--- src/rtl/fifo_reader_pkg.sv ---
// fifo_reader shared types and defaults.
// FSM state encoding and beat counter sizing helper.
package fifo_reader_pkg;

    localparam int DEF_WIDTH     = 8;
    localparam int DEF_BURST_LEN = 4;

    typedef enum logic [1:0] {
        IDLE = 2'd0,
        ONE  = 2'd1,
        TWO  = 2'd2
    } state_t;

    function automatic int beat_w(input int n);
        return (n > 1) ? $clog2(n) : 1;
    endfunction

endpackage

--- src/rtl/fifo_reader_if.sv ---
// FIFO read port plus downstream stream port of fifo_reader.
// master is the reader side, slave is FIFO + sink side.
interface fifo_reader_if
    import fifo_reader_pkg::*;
#(
    parameter int WIDTH = DEF_WIDTH
) ();

    logic             empty;
    logic [WIDTH-1:0] rdata;
    logic             ren;
    logic             out_valid;
    logic             out_ready;
    logic [WIDTH-1:0] out_data;
    logic             out_last;
    logic [15:0]      pop_count;

    modport master (
        input  empty,
        input  rdata,
        input  out_ready,
        output ren,
        output out_valid,
        output out_data,
        output out_last,
        output pop_count
    );

    modport slave (
        output empty,
        output rdata,
        output out_ready,
        input  ren,
        input  out_valid,
        input  out_data,
        input  out_last,
        input  pop_count
    );

endinterface

--- src/rtl/fifo_reader.sv ---
// FWFT async-FIFO reader with a two-entry skid buffer,
// burst beat tagging and a wrapping pop counter.
module fifo_reader
    import fifo_reader_pkg::*;
#(
    parameter int WIDTH     = DEF_WIDTH,
    parameter int BURST_LEN = DEF_BURST_LEN
) (
    input  logic          rclk,
    input  logic          rrst,
    fifo_reader_if.master bus
);

    localparam int            BW   = beat_w(BURST_LEN);
    localparam logic [BW-1:0] LAST = BW'(BURST_LEN - 1);

    state_t           state;
    logic [WIDTH-1:0] head;
    logic [WIDTH-1:0] skid;
    logic [BW-1:0]    beat;
    logic [15:0]      cnt;
    logic             pop;
    logic             accept;

    // pop only while a slot is free; reset masks it at once
    assign pop           = !rrst && !bus.empty && (state != TWO);
    assign bus.ren       = pop;
    assign bus.out_valid = (state != IDLE);
    assign accept        = bus.out_valid && bus.out_ready;
    assign bus.out_data  = head;
    assign bus.out_last  = bus.out_valid && (beat == LAST);
    assign bus.pop_count = cnt;

    always_ff @(posedge rclk or posedge rrst) begin
        if (rrst) begin
            state <= IDLE;
            head  <= '0;
            skid  <= '0;
            beat  <= '0;
            cnt   <= '0;
        end else begin
            if (pop) begin
                cnt <= cnt + 16'd1;
            end
            if (accept) begin
                beat <= (beat == LAST) ? '0 : beat + 1'b1;
            end
            unique case (state)
                IDLE: begin
                    if (pop) begin
                        head  <= bus.rdata;
                        state <= ONE;
                    end
                end
                ONE: begin
                    if (pop && accept) begin
                        head <= bus.rdata;
                    end else if (pop) begin
                        skid  <= bus.rdata;
                        state <= TWO;
                    end else if (accept) begin
                        state <= IDLE;
                    end
                end
                TWO: begin
                    if (accept) begin
                        head  <= skid;
                        state <= ONE;
                    end
                end
                default: state <= IDLE;
            endcase
        end
    end

endmodule

--- src/flat_wrapper.sv ---
// flat-port wrapper written by rule: the top's interface ports become plain ports
module fifo_reader_flat import fifo_reader_pkg::*;
#(
    parameter int WIDTH     = DEF_WIDTH,
    parameter int BURST_LEN = DEF_BURST_LEN
)
  (rclk, rrst, bus_empty, bus_rdata, bus_out_ready, bus_ren, bus_out_valid, bus_out_data, bus_out_last, bus_pop_count);
  fifo_reader_if #(.WIDTH(WIDTH)) bus_i ();
  input  logic rclk;
  input  logic rrst;
  input wire logic [$bits(bus_i.empty)-1:0] bus_empty;
  input wire logic [$bits(bus_i.rdata)-1:0] bus_rdata;
  input wire logic [$bits(bus_i.out_ready)-1:0] bus_out_ready;
  output wire logic [$bits(bus_i.ren)-1:0] bus_ren;
  output wire logic [$bits(bus_i.out_valid)-1:0] bus_out_valid;
  output wire logic [$bits(bus_i.out_data)-1:0] bus_out_data;
  output wire logic [$bits(bus_i.out_last)-1:0] bus_out_last;
  output wire logic [$bits(bus_i.pop_count)-1:0] bus_pop_count;
  assign bus_i.empty = bus_empty;
  assign bus_i.rdata = bus_rdata;
  assign bus_i.out_ready = bus_out_ready;
  assign bus_ren = bus_i.ren;
  assign bus_out_valid = bus_i.out_valid;
  assign bus_out_data = bus_i.out_data;
  assign bus_out_last = bus_i.out_last;
  assign bus_pop_count = bus_i.pop_count;
  fifo_reader #(.WIDTH(WIDTH), .BURST_LEN(BURST_LEN)) u_core (.rclk(rclk), .rrst(rrst), .bus(bus_i));
endmodule
--- config.mk ---
export PLATFORM = sky130hd
export DESIGN_NAME = fifo_reader_flat
export DESIGN_NICKNAME = d
export VERILOG_FILES = /design/src/rtl/fifo_reader_pkg.sv /design/src/rtl/fifo_reader_if.sv /design/src/rtl/fifo_reader.sv /design/src/flat_wrapper.sv
export SDC_FILE = /design/constraint.sdc
export NUM_CORES = 1
export LEC_CHECK = 0
export CAP_MARGIN = 20
export CORE_MARGIN = 1
export CORE_UTILIZATION = 45
export DETAILED_ROUTE_END_ITERATION = 8
export GPL_TIMING_DRIVEN = 0
export PLACE_DENSITY = 0.74
export SYNTH_ARGS = -nofsm -noshare
export SYNTH_HDL_FRONTEND = slang
export SYNTH_SLANG_ARGS = --single-unit
--- constraint.sdc ---
create_clock -name rclk -period 1.9 [get_ports rclk]
set_input_delay 0.285 -clock rclk [delete_from_list [all_inputs] [get_ports rclk]]
set_output_delay 0.285 -clock rclk [all_outputs]
set_load 0.01 [all_outputs]
==> summary.md <==
| Metric | Value |
|---|---|
| Largest fanout on the critical path | 10 |
| Synth Area in Compound Gates | between 5 and 6% |
| First-pass GRT wire length | about 5.4 mm |
| IR Drop Worst-Case VDD | 0.537 mV |
| Crit end category | output port |
| Fmax | ~550 MHz |
| Total routed wirelength | 3.43 mm |
| Dpl cell area | 2080 µm² |
| Worst Path Required | roughly 1600 ps |
| # IOs | 39 |
| Non-Filler Instances | between 200 and 250 |
| Fillers | 278 |
| WP data arrival | 1530 ps |
| Die area | 3850 µm² |
| CTS Hold Bufs | 0 |
| Hold/Removal Path Class | in -> async |
| Crit Path Category | reg -> out |
| Share of the synthesized area in the top cell type | a little under three fifths |
| Hold Fails Final Rpt | 0 |
| Area Overhead vs Synth | 34.5% |
| Grt total ovfl | 0 |
| Comb power frac | about a third |
| Iteration-0 DRC count of the detailed router | between 70 and 80 |
| Pleak | ~0.94 nW |
| Worst Tran Pin Value | roughly 490 ps |
| Final worst setup slack | just under 90 ps |
| Clk_skew | 14.4 ps |
| Synth Area in XOR/XNOR | ~8.1% |
| EDFF count, synth | 0 |
| Max cap viols | 0 |
| TritonCTS clock tree | built |
| Die Span Y | 62.1 µm |
| Power after layout | 2.29 mW |
| Nets | 210 |
| Routed via count | about 1300 |
| Routability congestion estimate | approximately 0.86 |
| Switching power total | between 0.7 and 0.8 mW |
| Worst-case clock buffer depth | 2 |
| Vias in the first global route | between 1000 and 1500 |
| Final setup vio count | 0 |
| Post-Synth Simple-Gate Area | between 20% and 30% |
| Core Area | 3390 µm² |
| Initial antenna violation count | 0 |
| Largest net degree at the start of global routing | 26 |
| Total Routing Usage GR | about 20% |
| Worst-Skew Late Latency | approximately 340 ps |
| Avg Cell Area, Syn | around 11 µm² |
| Worst-path clk slew | ~110 ps |
| Synthesized instance count | roughly 150 |
| Hold Worst Slack | 303 ps |
| Area of the mapped netlist | roughly 1600 µm² |
| RSZ-0062 raised after global routing | false |
| Post-Place Cells | between 200 and 250 |
| HPWL Detailed | between 2 and 2.5 mm |
| Worst-case reg-to-reg path depth | 6 |
| Synth Net Count | approximately 160 |
| Wire length per cell | between 10 and 15 µm |
| Top post-synthesis cells by count | dfrtp_1 (36), nand2_1 (24), nor2_1 (12) |
| Register area share after synthesis | between 50% and 60% |
| Synth Area in Adders | under 10% |
| Mux cell area share after synthesis | a little under 7% |
| Startpoint Class | flop |
| Synth cell types | 32 |
| Ant diodes | 0 |
| Yosys reg bits | 36 |
| Clock Power Share | a little under a fifth |
| Sink Count | 36 |
| Largest family of logic cells by synthesized area | simple AND/OR/NAND/NOR gates |
| Final Max Tran Viols | 0 |
| Status | finished, final reports clean |
| Final ANT Viol Nets | 0 |
| Area contributors post-synth | dfrtp_1 (56%), mux2_2 (6.9%), nand2_1 (5.6%) |
| Final period demand of the worst path | between 1500 and 2000 ps |
| H-tree depth | 2 |
| Final instance area | around 2200 µm² |
| Sequential power share | 50.1% |
| Prevailing post-synth register cell | dfrtp_1 |
| DRC Markers | 0 |
| Power Internal | about 1.6 mW |
| Switching Fraction | about a third |
| Total CTS buffers | 5 |
| Worst relative slew slack | around 68% |
| Initial core utilization | between 40% and 50% |
| Synth area leader | dfrtp_1 |
| DP Worst Slack | -374 ps |
| CTS Root Cell | clkbuf_4 |
| Final Cycle Share | 95.3% |
| Horiz. Die Dim | ~62 µm |
| DR pass1 iterations | 4 |
| Share of layout cells above drive strength 1 | about 15% |
| R2r setup slk | about 170 ps |
| Row cnt | 21 |
| Synth warn | 0 |
| Async S/R FF share, synth | 100% |
| Pwr dens | between 1000 and 1500 nW/µm² |
| Via density | roughly 5.4 |
| Most common cell in the netlist | dfrtp_1 |
| I/O Buffers | 38 |
-- worst max-delay path: stages (launching register included) --
cell and delay, ps:
dfrtp_1 410, buf_4 160, nor2b_4 120, buf_8 150, nor2_4 60, dlygate4sd2_1 280
-- cell families (layout without fill, tap and decap cells) --
kind of cell | count (synthesis) | count (layout)
simple gates | 65 | 65
mux | 10 | 10
flops | 36 | 36
buf+inv | 7 | 55
xor+xnor | 15 | 15
fa+ha+maj | 2 | 2
compound gates | 14 | 14
-- what timing repair did --
item,4_1_cts,5_1_grt
hold endpoints to repair,0,0
gates resized for setup,7,5
setup endpoints to repair,3,10
setup buffers,2,0
-- sequential cells by signal, summed over array words and instances, names as in the netlist --
| register | cells |
|---|---|
| u_core.beat | 2 |
| u_core.bus.out_data | 8 |
| u_core.bus.pop_count | 16 |
| u_core.skid | 8 |
| u_core.state | 2 |
-- power groups by stage --
stage | registers [mW] | clock network, mW | logic (mW)
finish | 1.15 | 0.417 | 0.725
global route | 1.17 | 0.469 | 0.796
CTS | 1.14 | 0.435 | 0.731
detailed placement | 1.16 | 0 | 0.719
global placement | 1.14 | 0 | 0.681
floorplan | 1.17 | 0 | 0.326
-- path summary, 6_finish.rpt --
| kind | endpoint | startpoint |
|---|---|---|
| worst max-delay path | bus_ren | u_core.state[0] |
| worst min-delay path | u_core.bus.pop_count[11] | rrst |
| worst max register to register | u_core.bus.out_data[0] | u_core.state[0] |
| worst min register to register | u_core.bus.pop_count[15] | u_core.bus.pop_count[15] |
| max in group asynchronous | u_core.state[1] | rrst |
| min in group rclk | u_core.bus.pop_count[15] | u_core.bus.pop_count[15] |
-- metal layers --
| layer | share of wire (%) | wire length, µm | track usage, % | up-vias |
|---|---|---|---|---|
| met1 | 42 | 1460 | 22.7 | 659 |
| li1 | - | - | - | 608 |
| met2 | 51 | 1760 | 34.8 | 41 |
| met5 | 0 | 0 | 0 | - |
| met4 | 1.2 | 40 | 7.30 | 0 |
| met3 | 5.1 | 174 | 6.21 | 5 |
-- cell type report --
| type | instances | area (µm²) | share of cell area (%) |
|---|---|---|---|
| multi-input cells | 106 | 708 | 32.4 |
| inverters | 2 | 7.51 | 0.344 |
| plain buffers | 4 | 33.8 | 1.55 |
| flip-flops and latches | 36 | 902 | 41.3 |
| well taps | 46 | 57.6 | 2.64 |
| repair buffers | 41 | 415 | 19.0 |
| clock buffers | 8 | 58.8 | 2.69 |
-- stage by stage --
| step | TNS [ps] | util (%) |
|---|---|---|
| floorplan | 0 | - |
| global placement | -3320 | 60.8 |
| detailed placement | -4740 | 61.4 |
| CTS | 0 | 63.8 |
| global route | 0 | 64.4 |
| finish | 0 | 64.4 |
-- layout by cell type, fill, tap and decap left out, drive strengths merged, types with 7 or more instances in the layout --
master and count:
dfrtp 36, clkdlybuf4s50 35, nand2 24, nor2 12, mux2 10, xnor2 9, clkbuf 9, a31oi 8
nand4 7
Note: power is estimated with default switching activity, not from simulation.
